$ cat src/rtl/duck_rom_arbiter_if.sv
// duck_rom_arbiter_if: requester-side and ROM-side bus of the shared sprite ROM arbiter.
// Latency: none, wires only.
// Backpressure: req is held until gnt; the read return path never stalls.
interface duck_rom_arbiter_if #(
  parameter int NREQ = 4,
  parameter int AW   = 12,
  parameter int DW   = 4
);
  localparam int IW = $clog2(NREQ);

  logic [NREQ-1:0]    req;
  logic [NREQ*AW-1:0] addr;
  logic [NREQ-1:0]    gnt;
  logic [AW-1:0]      rom_address;
  logic [DW-1:0]      rom_q;
  logic               rd_valid;
  logic [IW-1:0]      rd_id;
  logic [DW-1:0]      rd_data;

  // Requesters plus the ROM itself
  modport master (
    output req, addr, rom_q,
    input  gnt, rom_address, rd_valid, rd_id, rd_data
  );

  // The arbiter
  modport slave (
    input  req, addr, rom_q,
    output gnt, rom_address, rd_valid, rd_id, rd_data
  );
endinterface

$ cat src/rtl/duck_rom_arbiter.sv
// duck_rom_arbiter: round-robin sharing of one synchronous sprite ROM among NREQ requesters.
// Latency: gnt/rom_address 1 cycle after req; rd_valid/rd_id ROM_LAT cycles after the gnt cycle.
// Backpressure: req held until gnt, one read issued per cycle, return path cannot stall.
// Option: define DUCK_ARB_DISPLAY_PRIO_EN for port-0 strict priority with starvation override.
module duck_rom_arbiter #(
  parameter int NREQ       = 4,
  parameter int AW         = 12,
  parameter int DW         = 4,
  parameter int ROM_LAT    = 1,
  parameter int STARVE_LIM = 15
) (
  input logic               vga_clk,
  input logic               reset,
  duck_rom_arbiter_if.slave bus
);
  localparam int IW = $clog2(NREQ);

  typedef struct packed {
    logic          vld;
    logic [IW-1:0] id;
  } rd_tag_t;

  if (NREQ < 2 || NREQ > 8) begin : g_bad_nreq
    $error("duck_rom_arbiter: NREQ must be 2..8");
  end
  if (ROM_LAT < 1 || ROM_LAT > 2) begin : g_bad_lat
    $error("duck_rom_arbiter: ROM_LAT must be 1 or 2");
  end
  if (STARVE_LIM < 1) begin : g_bad_lim
    $error("duck_rom_arbiter: STARVE_LIM must be at least 1");
  end

  logic [IW-1:0] ptr;
  logic          rr_vld;
  logic [IW-1:0] rr_id;
  logic          win_vld;
  logic [IW-1:0] win_id;
  logic          adv_ptr;
  logic [IW-1:0] next_ptr;
  rd_tag_t       gnt_tag;
  rd_tag_t       pipe [ROM_LAT];
  logic [DW-1:0] rd_dat;

  // Round-robin search from ptr; walking offsets downward lets the nearest requester win last
  always_comb begin
    rr_vld = 1'b0;
    rr_id  = '0;
    for (int k = NREQ - 1; k >= 0; k--) begin
      if (bus.req[(int'(ptr) + k) % NREQ]) begin
        rr_vld = 1'b1;
        rr_id  = IW'((int'(ptr) + k) % NREQ);
      end
    end
  end

`ifdef DUCK_ARB_DISPLAY_PRIO_EN
  localparam int CW = $clog2(STARVE_LIM + 1);

  logic [CW-1:0] wait_cnt [1:NREQ-1];
  logic          starve_vld;
  logic [IW-1:0] starve_id;

  // Lowest-index requesting port whose wait counter hit the limit
  always_comb begin
    starve_vld = 1'b0;
    starve_id  = '0;
    for (int i = NREQ - 1; i >= 1; i--) begin
      if (bus.req[i] && wait_cnt[i] == CW'(STARVE_LIM)) begin
        starve_vld = 1'b1;
        starve_id  = IW'(i);
      end
    end
  end

  // Starved port beats the display port, which beats round-robin
  always_comb begin
    win_vld = rr_vld;
    win_id  = rr_id;
    adv_ptr = 1'b0;
    if (starve_vld) begin
      win_id  = starve_id;
      adv_ptr = 1'b1;
    end else if (bus.req[0]) begin
      win_id  = '0;
    end else begin
      adv_ptr = rr_vld;
    end
  end

  // Wait counters: count ungranted request cycles, clear on grant, saturate at the limit
  always_ff @(posedge vga_clk) begin
    for (int i = 1; i < NREQ; i++) begin
      if (reset) begin
        wait_cnt[i] <= '0;
      end else if (win_vld && win_id == IW'(i)) begin
        wait_cnt[i] <= '0;
      end else if (bus.req[i] && wait_cnt[i] != CW'(STARVE_LIM)) begin
        wait_cnt[i] <= wait_cnt[i] + 1'b1;
      end
    end
  end
`else
  assign win_vld = rr_vld;
  assign win_id  = rr_id;
  assign adv_ptr = rr_vld;
`endif

  assign next_ptr = (win_id == IW'(NREQ - 1)) ? '0 : win_id + 1'b1;

  // Registered grant, ROM address, pointer and the return-tag shift register
  always_ff @(posedge vga_clk) begin
    if (reset) begin
      bus.gnt         <= '0;
      bus.rom_address <= '0;
      gnt_tag         <= '0;
      ptr             <= '0;
      for (int s = 0; s < ROM_LAT; s++) begin
        pipe[s] <= '0;
      end
    end else begin
      bus.gnt     <= '0;
      gnt_tag.vld <= win_vld;
      gnt_tag.id  <= win_id;
      if (win_vld) begin
        bus.gnt[win_id] <= 1'b1;
        bus.rom_address <= bus.addr[win_id*AW +: AW];
      end
      if (adv_ptr) begin
        ptr <= next_ptr;
      end
      // The ROM sees rom_address one cycle after the grant decision, so the tag enters here
      pipe[0] <= gnt_tag;
      for (int s = 1; s < ROM_LAT; s++) begin
        pipe[s] <= pipe[s-1];
      end
    end
  end

  assign rd_dat       = bus.rom_q;
  assign bus.rd_data  = rd_dat;
  assign bus.rd_valid = pipe[ROM_LAT-1].vld;
  assign bus.rd_id    = pipe[ROM_LAT-1].id;

endmodule

$ cat src/flat_wrapper.sv
// flat-port wrapper written by rule: the top's interface ports become plain ports
module duck_rom_arbiter_flat 
#(
  parameter int NREQ       = 4,
  parameter int AW         = 12,
  parameter int DW         = 4,
  parameter int ROM_LAT    = 1,
  parameter int STARVE_LIM = 15
)
  (vga_clk, reset, bus_req, bus_addr, bus_rom_q, bus_gnt, bus_rom_address, bus_rd_valid, bus_rd_id, bus_rd_data);
  duck_rom_arbiter_if #(.NREQ(NREQ), .AW(AW), .DW(DW)) bus_i ();
  input logic vga_clk;
  input logic reset;
  input wire logic [$bits(bus_i.req)-1:0] bus_req;
  input wire logic [$bits(bus_i.addr)-1:0] bus_addr;
  input wire logic [$bits(bus_i.rom_q)-1:0] bus_rom_q;
  output wire logic [$bits(bus_i.gnt)-1:0] bus_gnt;
  output wire logic [$bits(bus_i.rom_address)-1:0] bus_rom_address;
  output wire logic [$bits(bus_i.rd_valid)-1:0] bus_rd_valid;
  output wire logic [$bits(bus_i.rd_id)-1:0] bus_rd_id;
  output wire logic [$bits(bus_i.rd_data)-1:0] bus_rd_data;
  assign bus_i.req = bus_req;
  assign bus_i.addr = bus_addr;
  assign bus_i.rom_q = bus_rom_q;
  assign bus_gnt = bus_i.gnt;
  assign bus_rom_address = bus_i.rom_address;
  assign bus_rd_valid = bus_i.rd_valid;
  assign bus_rd_id = bus_i.rd_id;
  assign bus_rd_data = bus_i.rd_data;
  duck_rom_arbiter #(.NREQ(NREQ), .AW(AW), .DW(DW), .ROM_LAT(ROM_LAT), .STARVE_LIM(STARVE_LIM)) u_core (.vga_clk(vga_clk), .reset(reset), .bus(bus_i));
endmodule
$ cat config.mk
export PLATFORM = sky130hd
export DESIGN_NAME = duck_rom_arbiter_flat
export DESIGN_NICKNAME = d
export VERILOG_FILES = /design/src/rtl/duck_rom_arbiter_if.sv /design/src/rtl/duck_rom_arbiter.sv /design/src/flat_wrapper.sv
export SDC_FILE = /design/constraint.sdc
export NUM_CORES = 1
export LEC_CHECK = 0
export ABC_CLOCK_PERIOD_IN_PS = 1800
export CORE_MARGIN = 4
export CORE_UTILIZATION = 34
export CTS_BUF_LIST = sky130_fd_sc_hd__clkbuf_4 sky130_fd_sc_hd__clkbuf_8 sky130_fd_sc_hd__clkbuf_16
export DETAILED_ROUTE_END_ITERATION = 16
export MAX_ROUTING_LAYER = met4
export PLACE_DENSITY = 0.77
export SLEW_MARGIN = 20
export SYNTH_ARGS = -nofsm -noshare
export SYNTH_HDL_FRONTEND = slang
export SYNTH_SLANG_ARGS = --single-unit
$ cat constraint.sdc
create_clock -name vga_clk -period 1.8 [get_ports vga_clk]
set_input_delay 0.36 -clock vga_clk [delete_from_list [all_inputs] [get_ports vga_clk]]
set_output_delay 0.36 -clock vga_clk [all_outputs]
set_load 0.02 [all_outputs]
== Word-level counts from Yosys, hierarchy flattened ==
Memories as Yosys holds them, arrays and structs flattened.
Index checks and enable logic that the tools add are counted.
Word-level totals
  register bits: 21
  memory bits (writable): 3
  input bits: 58
  output and inout port bits: 23
  word-level logic and storage cells: 56
  memories kept: 1
Operators by class
  add/sub/neg operators: 4
  multiply operators: 1
  $lt $le $gt $ge: 6
  equality and inequality tests: 1
  shift-type cells: 1
  multiplexer cells: 27
  bitwise operators: 4
  reductions and logical operators: 6
Memories
  u_core.pipe: words 1, bits a word 3, read ports 1, clocked after memory_dff 0, write ports 1, RTL line duck_rom_arbiter.sv:41  | rd_tag_t pipe [ROM_LAT];
Operators with widths (number)
  variable part select 48 x 7 -> 12 bit: 1
  2-to-1 mux 1 bit: 16
  < comparator 3 x 4 -> 1 bit, second input constant: 3
  2-to-1 mux 2 bit: 5
  binary-select mux 1 bit (select 2 bit): 4
  OR reduction 2 bit: 4
  < comparator 2 x 3 -> 1 bit, second input constant: 2
  adder 2 x 1 -> 2 bit, second input constant: 2
  adder 2 bit, second input constant: 2
  multiplier 2 x 2 -> 4 bit, second input constant: 1
  AND 1 bit, first input constant: 3
  2-to-1 mux 3 bit: 1
  OR reduction 3 bit: 1
  demux 1 bit (select 2 bit): 1
  equality test 2 bit, second input constant: 1
  >= comparator 2 x 1 -> 1 bit, second input constant: 1
  logical AND 1 bit: 1
  inverter 1 bit: 1

== Logic depth before layout (Yosys ltp) ==
Gate-level depths: netlist (run 1).
  depth after elaboration: 14
  gate-level depth with buffers: 8
  depth with buffers taken out: 6

== Worst setup path after synthesis (run 1) ==
No wires, ideal clock.
  kind: flip-flop to flip-flop
  start point: register u_core.ptr[1]
  end point: register u_core.ptr[1]
  setup time: 86 ps
  arrival: 1606 ps
  data required time: 1714 ps
  slack: 109 ps
  stages on the path, launching flop included: 9
  buffers on the path: 2
  clock period less this slack: 1691 ps
  cell sequence: dfxtp_1 mux2_4 nand2_1 and3_1 buf_6 inv_6 buf_6 ha_1 a211oi_1
Between the ends
  word-level cells in the longest chain between the ends: 10
  elaborated cells on any way between the ends: 25
  those cells by class: add/sub (4); eq/ne (1); mux (20)
Ends and longest elaborated chain
  from (decl): RTL line duck_rom_arbiter.sv:33  | logic [IW-1:0] ptr;
  from (signal assigned): RTL line duck_rom_arbiter.sv:129  | ptr <= next_ptr;
  adder 2 bit: RTL line duck_rom_arbiter.sv:49  | if (bus.req[(int'(ptr) + k) % NREQ]) begin
  binary-select mux 1 bit (select 2 bit): RTL line duck_rom_arbiter.sv:49
  2-to-1 mux 1 bit (implied by the code) (2 in series): RTL line duck_rom_arbiter.sv:49
  2-to-1 mux 2 bit (3 in series): RTL line duck_rom_arbiter.sv:49
  2-to-1 mux 2 bit (*): RTL line duck_rom_arbiter.sv:49
  named net u_core.rr_id[0]: RTL line duck_rom_arbiter.sv:35  | logic [IW-1:0] rr_id;
  adder 2 x 1 -> 2 bit / equality test 2 bit (equally long branches): RTL line duck_rom_arbiter.sv:108  | assign next_ptr = (win_id == IW'(NREQ - 1)) ? '0 : win_id + 1'b1;
  2-to-1 mux 2 bit (*): RTL line duck_rom_arbiter.sv:108
Mark *: on every way through the listed nets, which the timed path passes. The rest lies on a longest branch. The select of a mux whose other input is x is not followed.
A chain may end at the register's enable or synchronous reset.

== Worst setup path in the final report (run 1) ==
  start point: input bus_req[3]
  end point: register u_core.ptr[1]
Between the ends
  word-level cells in the longest chain between the ends: 9
  elaborated cells on any way between the ends: 22
  those cells by class: add/sub (1); eq/ne (1); mux (20)
Ends and longest elaborated chain
  from (decl): RTL line flat_wrapper.sv:14  | input wire logic [$bits(bus_i.req)-1:0] bus_req;
  binary-select mux 1 bit (select 2 bit): RTL line duck_rom_arbiter.sv:49
  2-to-1 mux 1 bit (implied by the code) (2 in series): RTL line duck_rom_arbiter.sv:49
  2-to-1 mux 2 bit (4 in series): RTL line duck_rom_arbiter.sv:49
  adder 2 x 1 -> 2 bit / equality test 2 bit (equally long branches): RTL line duck_rom_arbiter.sv:108
  2-to-1 mux 2 bit: RTL line duck_rom_arbiter.sv:108
Parallel ways exist; a longest one is shown, timed or not. The select of a mux whose other input is x is not followed.

==> flow_summary.ini, run 1 <==
[flow_run]
timing.max_cap.violations = 0

[synthesis]
synth_seq_cells = 24
muxShareOfSynthArea = 0.0109
yosys.area_share.adder = 0.0182
synthFlopType = dfxtp_1
synth_edf_count = 0
synthArstFlopShare = 0
synth_seq_area_share = 0.349
syn_area_um2 = 1380
synth_compound_area_frac = 0.295
synth_top_family_by_area = compound AO/OA/AOI/OAI gates
yosys_warnings = 0
ys_types = 28
synth_nets = 207
synth_area_per_cell_um2 = 9.35
yosys.area_share.simple = 0.219
synthXorXnorAreaFrac = 0
synth_cells = 147

[timing]
timing.final.crit_share = 0.927
max_slew_margin = 0.826
slew_violations = 0
skew_ps = 2.27
period_needed_ps = 1670
rsz0062_at_grt = no
worst_pin_slew_ps = 260
timing.hold.ws_ps = 454
finalSetupViolations = 0
max_freq_mhz = 600
finalHoldViolations = 0

[hold_path]
min_path_cells = 2
hold_path_end = u_core.bus.rom_address[7]$_SDFFE_PP0P_
min_path_type = flop to flop
hp-start = u_core.bus.rom_address[7]$_SDFFE_PP0P_

[floorplan]
die_w_um = 71.6
num_rows = 22
die_y_um = 71.6
start_util = 0.365
die_area_um2 = 5130
ioPinCount = 81
core_area_um2 = 3770

[power]
p_leak_nw = 0.868
vdd_drop_max_mv = 0.405
powerDensity_nw_per_um2 = 823

[critical_path]
start_kind = input pin
r2r-end = u_core.ptr[1]$_SDFFE_PP0P_
rr_worst_depth = 6
worstPathMaxFanout = 27
worstPathArrival_ps = 1850
rr_startpoint = u_core.ptr[1]$_SDFFE_PP0P_
required_ps = 1980
critPathCaptureType = flop
reg2reg_slack_ps = 140
path_class = input pin to flop

[clocking]
cts_inserted_buffers = 3
cts_htree_levels = 1
clkTransAtPathRegs_ps = 80
postCtsHoldBufs = 0
cts-root-buf = clkbuf_8
cts.sinks = 24
clock_latency_ps = 260
clk_path_buf_depth = 2
cts_tree = built

[grt]
first_global_vias = 1331
grt.total_usage = 0.153
antenna_found_initial = 0
grt_pass1_wl_um = 6200
grt_max_degree = 28
grt-ovfl-total = 0

[detailed_routing]
vias_per_cell = 5.13
vias = 1375
drtIter0Drc = 106
ant_nets = 0
wl_per_cell_um = 14.6
wl_um = 3920
drtPass1Iterations = 4
drc = 0

[cells_and_area]
final_common_cell = clkdlybuf4s50_1
syn2layout_area_growth_pct = 65.8
nNetsFinal = 281
drive_gt1_frac = 0.186
fin_area_um2 = 2280
antennaDiodeCount = 0
mostFrequentLayoutCells = clkdlybuf4s50_1, and2_1, dfxtp_1

[status]
status = finished clean

[placement]
port_buffers = 72
place_hpwl_um = 2980
placed_area_um2 = 2150
gp_congestion = 0.749
==> sequential cells by signal, summed over array words and instances (netlist names) <==
register,cells
u_core.bus.rom_address,12
u_core.bus.gnt,4
u_core.gnt_tag,3
u_core.pipe,3
u_core.ptr,2
==> power by group <==
part	leakage (nW)	total, W	internal, W	switching, W
clock	0.0357	0.000465	0.000297	0.000168
combinational	0.633	0.000771	0.000406	0.000365
sequential	0.199	0.000641	0.000605	0.0000363
==> kinds of logic after synthesis <==
group	count (synthesis)
AND/OR/NAND/NOR	56
AO/OA/AOI/OAI	42
multiplexers	1
flip-flops	24
adder cells (fa/ha/maj)	2
buffers and inverters	22
==> layer usage <==
layer | vias up | global-route usage | share of wire
met5 | - | - | 0
met4 | 0 | 0.0543 | 0.024
li1 | 684 | - | -
met3 | 8 | 0.0337 | 0.082
met2 | 59 | 0.246 | 0.45
met1 | 624 | 0.187 | 0.44
==> worst max-delay path by stage <==
| stage | from | endpoint | slack [ps] | depth (start not counted) |
|---|---|---|---|---|
| after global placement | bus_req[0] | u_core.ptr[1]$_SDFFE_PP0P_ | -290 | 7 |
| after floorplan | u_core.ptr[1]$_SDFFE_PP0P_ | u_core.ptr[1]$_SDFFE_PP0P_ | 110 | 8 |
| after CTS | bus_req[1] | u_core.bus.rom_address[2]$_SDFFE_PP0P_ | 30 | 8 |
| after global routing | bus_req[3] | u_core.bus.rom_address[2]$_SDFFE_PP0P_ | 40 | 5 |
| final | bus_req[3] | u_core.ptr[1]$_SDFFE_PP0P_ | 130 | 7 |
| after detailed placement | bus_req[0] | u_core.bus.rom_address[3]$_SDFFE_PP0P_ | -370 | 7 |
==> stage by stage <==
stage | cells | worst slack [ps] | util | TNS [ps] | total power (W)
4_1_cts | 267 | 34.9 | 0.594 | 0 | 0.00187
3_3_place_gp | 263 | -286 | 0.571 | -4380 | 0.00138
2_1_floorplan | 147 | 109 | - | 0 | 0.00109
3_5_place_dp | 263 | -374 | 0.571 | -5400 | 0.00139
5_1_grt | 268 | 40.9 | 0.605 | 0 | 0.00197
6_report | 268 | 132 | 0.605 | 0 | 0.00188
==> synth_stat cells, drive strengths merged, types with 2 or more instances <==
cell type	count	share of area
and2	27	0.12
nor2	5	0.014
clkbuf	2	0.0055
ha	2	0.018
a221oi	24	0.20
buf	15	0.085
a21oi	2	0.0073
nor3	3	0.011
nor2b	3	0.014
o31ai	12	0.066
nand2	13	0.035
inv	5	0.017
nand2b	2	0.0091
dfxtp	24	0.35
==> critical path: stages <==
cell	delay, ps
clkdlybuf4s50_1	450
inv_1	70
nand3_1	100
and3_4	220
inv_8	170
ha_1	280
a211oi_1	180
==> layout make-up <==
type                    instances  area, um^2
fillers                       340        1490
multi-input cells             101         786
inverters                       5        26.3
repair buffers                 86         855
clock inverters                 1        30.0
well taps                      48        60.1
clock buffers                   3        41.3
flip-flops and latches         24         482
==> repair_timing <==
action,4_1_cts,5_1_grt
pin swaps,0,1
endpoints found under the setup margin,13,12
buffers inserted,0,1
gates resized for setup,5,8
(Power assumes the default switching activity.)
==> run 2, diff against run 1 <==
==> constraint.sdc (replaced) <==
create_clock -name vga_clk -period 1.8 [get_ports vga_clk]
set_input_delay 0.36 -clock vga_clk [delete_from_list [all_inputs] [get_ports vga_clk]]
set_output_delay 0.36 -clock vga_clk [all_outputs]
set_load 0.05 [all_outputs]
==> run 2 against run 1 <==
  * Sequential cell count stayed put
  * Global-route usage is 0.60 points lower
  * Clock skew hardly changed
  * Largest cell class unchanged
  * Highest routed layer unchanged
==> flow_summary.ini, run 2 (same netlist as run 1, synthesis figures left out) <==
[status]
status = finished clean

[floorplan]
start_util = 0.365
num_rows = 22
ioPinCount = 81
core_area_um2 = 3770
die_area_um2 = 5130
die_w_um = 71.6
die_y_um = 71.6

[detailed_routing]
met3_length_um = 346
vias_per_cell = 5.06
ant_nets = 0
vias = 1357
highest_layer = met4
drtPass1Iterations = 4
drtIter0Drc = 50
wl_met2_um = 1870
wl_per_cell_um = 14.7
wl_um = 3940
wirelength_met1_um = 1680
drc = 0

[timing]
timing.final.crit_share = 0.966
timing.final.ws_setup_ps = 61.6
max_slew_margin = 0.667
skew_ps = 1.83
period_needed_ps = 1740
finalHoldViolations = 0
rsz0062_at_grt = yes
max_freq_mhz = 575
finalSetupViolations = 0
slew_violations = 0
worst_pin_slew_ps = 497

[cells_and_area]
syn2layout_area_growth_pct = 63.4
fin_area_um2 = 2250
mostFrequentLayoutCells = clkdlybuf4s50_1, and2_1, buf_4
antennaDiodeCount = 0
nNetsFinal = 281
final_common_cell = clkdlybuf4s50_1
largest-register = u_core.bus.rom_address
top_regs = u_core.bus.rom_address x12, u_core.bus.gnt x4
drive_gt1_frac = 0.255
final_util = 0.596
largest_reg_flops = 12

[critical_path]
cp_top_family = buffers and inverters
critPathCaptureType = output port
required_ps = 1440
worstPathMaxFanout = 1
crit_buf_inv = 1
slowest_stage = clkdlybuf4s50_1
path_cells = clkdlybuf4s50_1
slowest_delay_ps = 800
path_class = flop to output port
worstPathArrival_ps = 1380
start_kind = flop

[power]
p_leak_nw = 0.900
powerDensity_nw_per_um2 = 895
total_power_w = 0.00201
vdd_drop_max_mv = 0.339

[placement]
pre_cts_slack_ps = -359
port_buffers = 72
place_hpwl_um = 2860
gp_congestion = 0.737
placed_area_um2 = 2110

[grt]
grt-ovfl-total = 0
grt_max_degree = 28
first_global_vias = 1218
grt.total_usage = 0.147
antenna_found_initial = 0
grt_pass1_wl_um = 5880

[flow_run]
timing.max_cap.violations = 0

[clocking]
cts-root-buf = clkbuf_8
cts_htree_levels = 1
cts_setup_buffers = 0
clock_latency_ps = 270
clkTransAtPathRegs_ps = 90
cts.sinks = 24
clk_path_buf_depth = 2
postCtsHoldBufs = 0
cts_inserted_buffers = 3
cts_tree = built

[hold_path]
min_path_type = flop to flop
[run 2: stage by stage]
step,TNS [ps],cells,hold slack [ps]
global placement,-4420,263,420
CTS,0,267,457
detailed placement,-5300,263,439
global route,-23.0,268,469
floorplan,0,147,414
finish,0,268,449
[run 2: final timing paths]
check / from / to / slack [ps] / depth (start not counted)
worst max-delay path: u_core.bus.gnt[3]$_SDFF_PP0_ / bus_gnt[3] / 60 / 1
worst min register to register: u_core.gnt_tag[0]$_SDFF_PP0_ / u_core.pipe[0][0]$_SDFF_PP0_ / 450 / 1
worst min-delay path: u_core.gnt_tag[0]$_SDFF_PP0_ / u_core.pipe[0][0]$_SDFF_PP0_ / 450 / 1
worst max register to register: u_core.ptr[1]$_SDFFE_PP0P_ / u_core.ptr[1]$_SDFFE_PP0P_ / 100 / 6
[run 2: cell type report]
cell class / instances / area (um^2)
inverters: 5 / 31.3
well taps: 48 / 60.1
multi-input cells: 101 / 783
fillers: 356 / 1520
flip-flops and latches: 24 / 482
repair buffers: 85 / 811
clock inverters: 1 / 30.0
clock buffers: 3 / 41.3
repair inverters: 1 / 8.76
[run 2: timing repair]
action / CTS / global route
gates cloned: 0 / 1
gates resized for setup: 3 / 10
pin swaps: 0 / 2
endpoints found under the setup margin: 13 / 13
[run 2: layer usage]
metal | up-vias | global-route usage
met1 | 613 | 0.192
met3 | 4 | 0.0238
li1 | 686 | -
met2 | 54 | 0.229
met5 | - | -
met4 | 0 | 0.0522
[run 2: where the power goes]
part	switching, W	internal, W
sequential	0.0000340	0.000605
clock	0.000179	0.000297
combinational	0.000504	0.000392
total	0.000717	0.00129
==> run 3, diff against run 2 <==
--- a/config.mk
+++ b/config.mk
@@ -5,7 +5,7 @@
 export SDC_FILE = /design/constraint.sdc
 export NUM_CORES = 1
 export LEC_CHECK = 0
-export ABC_CLOCK_PERIOD_IN_PS = 1800
+export ABC_CLOCK_PERIOD_IN_PS = 1530
 export CORE_MARGIN = 4
 export CORE_UTILIZATION = 34
 export CTS_BUF_LIST = sky130_fd_sc_hd__clkbuf_4 sky130_fd_sc_hd__clkbuf_8 sky130_fd_sc_hd__clkbuf_16
==> constraint.sdc (replaced) <==
create_clock -name vga_clk -period 1.53 [get_ports vga_clk]
set_input_delay 0.306 -clock vga_clk [delete_from_list [all_inputs] [get_ports vga_clk]]
set_output_delay 0.306 -clock vga_clk [all_outputs]
set_load 0.05 [all_outputs]
==> run 3 against run 2 <==
  * The flow now finishes with violations (negative setup slack)
  * Sequential power rose by 23%
  * Worst hold slack gained 6.6 ps
  * Critical path depth grew 5
  * Clock skew is 0.60 ps lower
  * Worst setup slack worse by 160 ps
  * Sequential cell count stayed put
  * Global-route usage rose by 3.6 points
  * First-iteration DRC count increased by 84%
==> flow_summary.ini, run 3 (same netlist as run 1, synthesis figures left out) <==
[timing]
max_freq_mhz = 615
skew_ps = 1.23
rsz0062_at_grt = yes
timing.hold.ws_ps = 455
timing.final.crit_share = 1.06
worst_pin_slew_ps = 223
finalSetupViolations = 13
max_slew_margin = 0.851
slew_violations = 0
finalHoldViolations = 0
timing.final.ws_setup_ps = -96.8
period_needed_ps = 1630

[critical_path]
slowest_delay_ps = 380
cp_top_family = flip-flops
worstPathMaxFanout = 14
worstPathArrival_ps = 1820
path_class = flop to flop
critPathCaptureType = flop
path_cells = mux2_4 -> nand2_2 -> and3_4 -> inv_8 -> ha_4 -> a211oi_2
slowest_stage = dfxtp_4
required_ps = 1720
start_kind = flop
crit_buf_inv = 1

[detailed_routing]
vias_per_cell = 5.11
wl_per_cell_um = 16.4
drc = 0
drtIter0Drc = 92
drtPass1Iterations = 4
ant_nets = 0
vias = 1390
wl_um = 4470

[cells_and_area]
fillers = 296
syn2layout_area_growth_pct = 85.3
drive_gt1_frac = 0.344
mostFrequentLayoutCells = clkdlybuf4s50_1, and2_1, dfxtp_1
top_regs = u_core.bus.rom_address x12, u_core.bus.gnt x4
largest-register = u_core.bus.rom_address
nNetsFinal = 285
largest_reg_flops = 12
final_common_cell = clkdlybuf4s50_1
antennaDiodeCount = 0
fin_area_um2 = 2550

[placement]
port_buffers = 72
placed_area_um2 = 2300
place_hpwl_um = 3000
gp_congestion = 0.784
pre_cts_slack_ps = -566

[clocking]
clkTransAtPathRegs_ps = 90
cts.sinks = 24
clock_latency_ps = 270
cts-root-buf = clkbuf_8
clk_path_buf_depth = 2
cts_tree = built
cts_inserted_buffers = 3
cts_htree_levels = 1

[flow_run]
timing.max_cap.violations = 0

[grt]
first_global_vias = 1434
grt-ovfl-total = 0
grt_pass1_wl_um = 7100
grt_max_degree = 25
antenna_found_initial = 0
grt.total_usage = 0.183

[floorplan]
core_area_um2 = 3770
die_w_um = 71.6
num_rows = 22
die_y_um = 71.6
start_util = 0.365
die_area_um2 = 5130
ioPinCount = 81

[hold_path]
min_path_type = flop to flop

[status]
status = finished, violations left
failed_checks = negative setup slack

[power]
vdd_drop_max_mv = 0.405
p_leak_nw = 0.984
powerDensity_nw_per_um2 = 1060
==> run 3: changes by cell type in the layout (fill, tap and decap cells not counted), moves of 2 or more <==
cell	before	now
buf_12	2	15
a221oi_4	0	2
clkdlybuf4s50_1	53	49
dlymetal6s2s_1	3	0
a221oi_1	9	1
a221oi_2	15	21
buf_4	27	20
dlygate4sd2_1	0	4
==> run 3: report_power, final <==
part,internal [W],total [W],switching (W)
clock,0.000350,0.000564,0.000214
combinational,0.000670,0.00134,0.000667
sequential,0.000714,0.000787,0.0000736
==> run 3: final timing paths <==
path | startpoint | end | slack (ps) | cells after the start
hold reg to reg | u_core.gnt_tag[0]$_SDFF_PP0_ | u_core.pipe[0][0]$_SDFF_PP0_ | 460 | 1
hold / removal | u_core.gnt_tag[0]$_SDFF_PP0_ | u_core.pipe[0][0]$_SDFF_PP0_ | 460 | 1
setup / recovery | u_core.ptr[1]$_SDFFE_PP0P_ | u_core.ptr[1]$_SDFFE_PP0P_ | -100 | 6
setup reg to reg | u_core.ptr[1]$_SDFFE_PP0P_ | u_core.ptr[1]$_SDFFE_PP0P_ | -100 | 6
==> run 3: routing by layer <==
metal / up-vias / GRT usage / wire length, um
met1: 629 / 0.213 / 1800
li1: 694 / - / -
met2: 54 / 0.310 / 2210
met3: 13 / 0.0252 / 304
met5: - / - / 0
met4: 0 / 0.0835 / 159
==> run 3: timing repair <==
action                                 in CTS  in global routing
cloned                                      1                  1
pin swaps                                   5                  5
resized for setup                          19                 10
hold buffers                                0                  0
setup buffers                               1                  1
setup endpoints to repair                  19                 15
endpoints found under the hold margin       0                  0
==> run 3: final cells by class <==
cell class                 count  area, um^2  share of cell area
timing repair buffer          89        1000               0.393
multi-input combinational    101         892               0.350
sequential                    24         485               0.191
tap                           48        60.1              0.0236
clock buffer                   3        41.3              0.0162
clock inverter                 1        30.0              0.0118
inverter                       5        28.8              0.0113
timing repair inverter         1        8.76             0.00344
==> run 3: per-stage QoR <==
| step | TNS (ps) | utilization | power [W] | cells |
|---|---|---|---|---|
| 2_1_floorplan | -833 | - | 0.00146 | 147 |
| 3_3_place_gp | -8690 | 0.609 | 0.00195 | 264 |
| 3_5_place_dp | -9460 | 0.609 | 0.00197 | 264 |
| 4_1_cts | -784 | 0.650 | 0.00261 | 270 |
| 5_1_grt | -1910 | 0.676 | 0.00281 | 272 |
| 6_report | -938 | 0.676 | 0.00269 | 272 |
